--- src/rtl/alu_arbiter.sv ---
// Round-robin arbiter sharing one registered ALU between the execute stage (0)
// and the address/branch helper (1), with a one-entry result buffer per requester.
module alu_arbiter #(
  parameter int DW  = 32,
  parameter int OPW = 3
) (
  input  logic           clk,
  input  logic           rst,
  input  logic           req0_valid,
  output logic           req0_ready,
  input  logic [OPW-1:0] req0_op,
  input  logic [DW-1:0]  req0_a,
  input  logic [DW-1:0]  req0_b,
  output logic           resp0_valid,
  input  logic           resp0_ready,
  output logic [DW-1:0]  resp0_data,
  input  logic           req1_valid,
  output logic           req1_ready,
  input  logic [OPW-1:0] req1_op,
  input  logic [DW-1:0]  req1_a,
  input  logic [DW-1:0]  req1_b,
  output logic           resp1_valid,
  input  logic           resp1_ready,
  output logic [DW-1:0]  resp1_data,
  output logic [OPW-1:0] alu_op,
  output logic [DW-1:0]  alu_d1,
  output logic [DW-1:0]  alu_d2,
  input  logic [DW-1:0]  alu_dout,
  output logic           busy
);
  // Handshake: a request transfers in any cycle where reqN_valid && reqN_ready;
  // a result transfers in any cycle where respN_valid && respN_ready. The
  // requester holds op/a/b stable while valid && !ready; respN_data is held
  // stable by the buffer while valid && !ready.

  localparam logic [OPW-1:0] OP_ADD = '0;

  logic          inflight_v;
  logic          inflight_id;
  logic          last_grant;
  logic          buf0_v;
  logic          buf1_v;
  logic [DW-1:0] buf0_d;
  logic [DW-1:0] buf1_d;
  logic          elig0;
  logic          elig1;
  logic          grant0;
  logic          grant1;

  // A requester is blocked while its own op is in flight, and needs a buffer
  // that is empty or being drained this cycle so the capture two edges later fits.
  always_comb begin
    elig0  = req0_valid && !(inflight_v && !inflight_id) && (!buf0_v || resp0_ready);
    elig1  = req1_valid && !(inflight_v &&  inflight_id) && (!buf1_v || resp1_ready);
    grant0 = 1'b0;
    grant1 = 1'b0;
    if (!rst) begin
      if (elig0 && elig1) begin
        grant0 = last_grant;
        grant1 = !last_grant;
      end else begin
        grant0 = elig0;
        grant1 = elig1;
      end
    end
  end

  always_comb begin
    alu_op = OP_ADD;
    alu_d1 = '0;
    alu_d2 = '0;
    if (grant0) begin
      alu_op = req0_op;
      alu_d1 = req0_a;
      alu_d2 = req0_b;
    end else if (grant1) begin
      alu_op = req1_op;
      alu_d1 = req1_a;
      alu_d2 = req1_b;
    end
  end

  always_ff @(posedge clk) begin
    if (rst) begin
      inflight_v  <= 1'b0;
      inflight_id <= 1'b0;
      last_grant  <= 1'b1;
      buf0_v      <= 1'b0;
      buf1_v      <= 1'b0;
      buf0_d      <= '0;
      buf1_d      <= '0;
    end else begin
      inflight_v <= grant0 || grant1;
      if (grant0 || grant1) begin
        inflight_id <= grant1;
        last_grant  <= grant1;
      end
      // Capture takes priority over a same-cycle pop of the same buffer.
      if (inflight_v && !inflight_id) begin
        buf0_v <= 1'b1;
        buf0_d <= alu_dout;
      end else if (buf0_v && resp0_ready) begin
        buf0_v <= 1'b0;
      end
      if (inflight_v && inflight_id) begin
        buf1_v <= 1'b1;
        buf1_d <= alu_dout;
      end else if (buf1_v && resp1_ready) begin
        buf1_v <= 1'b0;
      end
    end
  end

  assign req0_ready  = grant0;
  assign req1_ready  = grant1;
  assign resp0_valid = buf0_v;
  assign resp1_valid = buf1_v;
  assign resp0_data  = buf0_d;
  assign resp1_data  = buf1_d;
  assign busy        = inflight_v || buf0_v || buf1_v;

endmodule
--- config.mk ---
export PLATFORM = sky130hd
export DESIGN_NAME = alu_arbiter
export DESIGN_NICKNAME = d
export VERILOG_FILES = /design/src/rtl/alu_arbiter.sv
export SDC_FILE = /design/constraint.sdc
export NUM_CORES = 1
export LEC_CHECK = 0
export CAP_MARGIN = 30
export CORE_ASPECT_RATIO = 0.7
export CORE_MARGIN = 10
export CORE_UTILIZATION = 30
export DETAILED_ROUTE_END_ITERATION = 6
export PLACE_DENSITY = 0.86
export SLEW_MARGIN = 20
export SYNTH_ARGS = -nofsm -noshare
export SYNTH_HDL_FRONTEND = slang
export SYNTH_SLANG_ARGS = --single-unit
--- constraint.sdc ---
create_clock -name clk -period 1.5 [get_ports clk]
set_input_delay 0.15 -clock clk [delete_from_list [all_inputs] [get_ports clk]]
set_output_delay 0.15 -clock clk [all_outputs]
set_load 0.01 [all_outputs]
After elaboration in Yosys (flattened, before gate mapping) --
Cells that the tools add are included. Widths: inputs -> output; s select.
Word-level totals: bits in registers 69, logic and storage cells 43
Cells by class: mux-type cells 14, reduce and logical (&&, ||, !) cells 22
Operator list (count):
- $mux 32 | 4
- $logic_and 1x1->1 | 9
- $mux 1 | 8
- $logic_not 1->1 | 6
- $mux 3 | 2
- $logic_or 1x1->1 | 5
- $reduce_bool 2->1 | 2

Longest topological paths before layout --
depth after elaboration 10, mapped depth 7, gate-level depth less buffers 4

Worst setup path after synthesis --
Ideal clock, no wire load.
kind register to output, from register inflight_id, to output alu_d1[25], arrival 1496 ps, required time 1350 ps, slack -146 ps, cell stages (with the launch flop) 7, buffers on the path 3, path through dfxtp_1 > nand2b_1 > buf_6 > a41o_1 > buf_6 > clkbuf_1 > o32ai_1
Between the ends: word-level cells in the longest chain between the ends 10, elaborated cells on any way between the ends 16, those cells by class 6 x mux; 10 x reduce/logical
RTL lines:
- start, declared | RTL line 39 | logic inflight_id;
- start signal, assigned | RTL line 95 | inflight_id <= grant1;
- $logic_not 1->1 | RTL line 53 | elig0 = req0_valid && !(inflight_v && !inflight_id) && (!buf0_v || resp0_ready);
- $logic_and 1x1->1 | RTL line 53
- $logic_not 1->1 | RTL line 53
- $logic_and 1x1->1 (2 in a row) | RTL line 53
- $logic_and 1x1->1 | RTL line 58 | if (elig0 && elig1) begin
- $mux 1 | RTL line 58
- $mux 1 | RTL line 57 | if (!rst) begin
- $mux 32 | RTL line 76 | end else if (grant1) begin
- $mux 32 (*) | RTL line 72 | if (grant0) begin
- end, declared | RTL line 26 | output logic [DW-1:0] alu_d1,
Mark *: on every way between the ends. The rest lies on a longest branch, timed or not.

Worst setup path after layout --
from register inflight_id, to output alu_d1[27]
The elaborated chain is that of the path after synthesis.

==> impl_metrics.yaml <==
detailed_routing:
  drtIter0Drc: 247
  via_count: 5095
  detail-route-antenna-nets: 0
  post_drt_wl_per_cell_um: 20.3
  first_pass_iters: 4
  via_per_inst: 4.97
  drt_wl_total_um: 20800
  remaining_drc_errors: 0
power_and_ir_drop:
  ir_worst_vdd_uv: 647
  seqPwrFrac: 0.279
  power.net_switching_mw: 2.03
  clockPowerShare: 0.346
  p_per_area_mw_per_mm2: 812
  switching_share: 0.285
  p_int_mw: 5.09
  combPwrFrac: 0.374
  p_leak_nw: 3.46
  finalPower_mw: 7.12
sta:
  min_period_ns: 2.00
  rsz0062_at_grt: "yes"
  final_hold_viol_count: 0
  fmax_ghz: 0.499
  tightest_slew_ns: 0.432
  fin_skew_ns: 0.00631
  setup_ws_ns: -0.503
  slew_violations: 0
  setup_tns_ns: -29.85
  finalSetupViolations: 68
  slew_headroom: 0.712
  period_share: 1.34
synthesis:
  synthTopCellsByCount: "nand2_1, nand2b_1, dfxtp_1, a21oi_1, inv_1"
  yosysTopAreaCell: "dfxtp_1"
  synth_top_area_frac: 0.355
  ys_seq_area_frac: 0.355
  synth_area_per_cell_sq_um: 7.28
  ys.flop_type: "dfxtp_1"
  yosysMostFrequentCell: "nand2_1"
  synth_area_leaders: "dfxtp_1, o32ai_1, nand2_1"
  synth_warnings: 0
  ys_seq_elements: 69
  ys_async_sr_fraction: 0
  synth_cell_type_count: 22
  syn_nets: 706
  synthCells: 534
  synth_edf_count: 0
  synth_area_sq_mm: 0.00389
clocking:
  cts_sinks: 69
  htreeDepth: 3
  cts-root-buf: "clkbuf_16"
  ctsLongestPathBuffers: 2
  numCtsBuffers: 9
  cts_tree: "built"
  worstSkewPairLatency_ns: 0.34
  clk_pin_slew_ns: 0.05
  cts_hold_buffers: 0
global_route:
  grt_pass1_vias: 5306
  overflow: 0
  grt_usage: 0.215
  grt_pass1_wl_um: 30400
  grt_max_degree: 42
  antenna_found_initial: 0
critical_path:
  crit_type: "reg2out"
  max_stage_delay_ns: 0.36
  worstPathArrival_ns: 1.85
  crit_top_cell: "buf_12"
  crit_fanout: 6
  worst_path_max_delay_cell: "dfxtp_4"
  rr_worst_depth: 4
  cp-endpoint: "alu_d1[27]"
  start_kind: "flop"
  path_cells: "nand2b_4 > nand3_4 > o21bai_4 > buf_12 > buf_16 > buf_12 > o32ai_4 > buf_2"
  reg2reg_to: "inflight_id"
  worst_ep_required_time_ns: 1.35
  startpoint: "inflight_id"
  cp-end-kind: "output pin"
  reg2reg_from: "inflight_id"
  worst-r2r-setup-slack_ns: 0.21
layout:
  num_antenna_cells: 0
  areaGrowthSynthToFinish_pct: 125
  fillers: 974
  regArea_sq_mm: 0.00139
  multi_input_area_sq_mm: 0.00284
  stdcell_count: 1026
  drive_gt1_frac: 0.258
  stdcell_area_sq_mm: 0.00877
  fin_nets: 1031
  final_util: 0.699
placement:
  post_dp_cell_area_sq_mm: 0.00787
  gp_congestion: 0.865
  io_buffers: 307
  hpwl_um: 14800
  placedCellCount: 981
floorplan:
  dieArea_sq_mm: 0.0180
  die_x_um: 156
  start_util: 0.310
  rows: 34
  fp.dieH_um: 115
  io_pins: 308
  coreArea_sq_mm: 0.0125
outcome:
  violations: "setup timing"
  status: "finished, violations left"
job:
  cap_violations: 0
hold_path:
  hp-class: "in2reg"
==> metal layers <==
layer,share of wire,up-vias,GRT usage
met1,0.37,2368,0.229
met2,0.50,231,0.377
met5,0,-,0
met4,0.033,0,0.0784
met3,0.094,48,0.0903
li1,-,2448,-
==> placed cells by master (no fill, tap or decap), types with 2 or more instances in the layout <==
| master | netlist | routed |
|---|---|---|
| buf_16 | 0 | 11 |
| clkinvlp_4 | 0 | 2 |
| bufinv_16 | 0 | 3 |
| nand2b_1 | 70 | 68 |
| buf_12 | 0 | 11 |
| buf_6 | 7 | 23 |
| inv_1 | 67 | 67 |
| nand2b_4 | 0 | 2 |
| o32ai_2 | 10 | 32 |
| a21oi_1 | 68 | 68 |
| o32ai_1 | 57 | 3 |
| o32ai_4 | 0 | 32 |
| nor2_2 | 0 | 2 |
| clkdlybuf4s50_1 | 0 | 234 |
| buf_2 | 5 | 56 |
| dfxtp_1 | 69 | 67 |
| nand2_1 | 129 | 129 |
| buf_4 | 0 | 23 |
| clkbuf_16 | 0 | 14 |
==> worst max-delay path: cells and delay by family (launching register included) <==
| kind | cells | cell delay [ns] |
|---|---|---|
| buffers and inverters | 4 | 0.63 |
| flip-flops | 1 | 0.36 |
| AO/OA/AOI/OAI | 2 | 0.30 |
| AND/OR/NAND/NOR | 2 | 0.23 |
==> worst min path at each step <==
stage                           to      startpoint  depth (start not counted)  slack (ns)
floorplan            resp0_data[0]     alu_dout[0]                          2        0.29
global placement    resp0_data[19]  resp0_data[19]                          2        0.44
detailed placement  resp1_data[15]  resp1_data[15]                          2        0.45
CTS                 resp1_data[24]             rst                          3        0.29
global route        resp1_data[24]             rst                          3        0.31
finish              resp1_data[24]             rst                          3        0.30
==> per-stage QoR <==
| stage | hold slack, ns | setup WS [ns] |
|---|---|---|
| after floorplan | 0.286 | -0.0992 |
| after global placement | 0.440 | -0.836 |
| after detailed placement | 0.446 | -0.871 |
| after CTS | 0.292 | -0.535 |
| after global routing | 0.307 | -0.587 |
| final | 0.304 | -0.503 |
==> flip-flops by register name, summed over array words and instances (netlist names) <==
signal       flops
inflight_id      1
inflight_v       1
last_grant       1
resp0_data      32
resp0_valid      1
resp1_data      32
resp1_valid      1
==> what timing repair did <==
action                                  in CTS  in global routing
resized for setup                          337                 33
gates cloned                                 8                  5
endpoints found under the setup margin      71                 70
setup buffers                               15                  1
pin swaps                                    3                 26
hold endpoints to repair                     0                  0
==> power by group through the flow <==
stage	sequential [mW]	clock (mW)	combinational (mW)
2_1_floorplan	2.06	0	1.01
3_5_place_dp	2.03	0	2.26
4_1_cts	1.99	2.51	2.50
5_1_grt	2.00	2.58	2.83
3_3_place_gp	2.02	0	2.24
6_report	1.99	2.47	2.67
==> kinds of logic (layout without fill, tap and decap cells) <==
group           Yosys count  after routing  synth area share
compound gates          138            138             0.264
buf+inv                 119            449             0.130
flops                    69             69             0.355
simple gates            208            208             0.251
==> area by class of cell <==
cell class	instances	share of cell area
Clock buffer	10	0.0273
Tap cell	162	0.0231
Inverter	67	0.0287
Sequential cell	69	0.158
Timing Repair Buffer	366	0.426
Multi-Input combinational cell	346	0.324
Clock inverter	6	0.0126
Note: power is estimated with default switching activity, not from simulation.
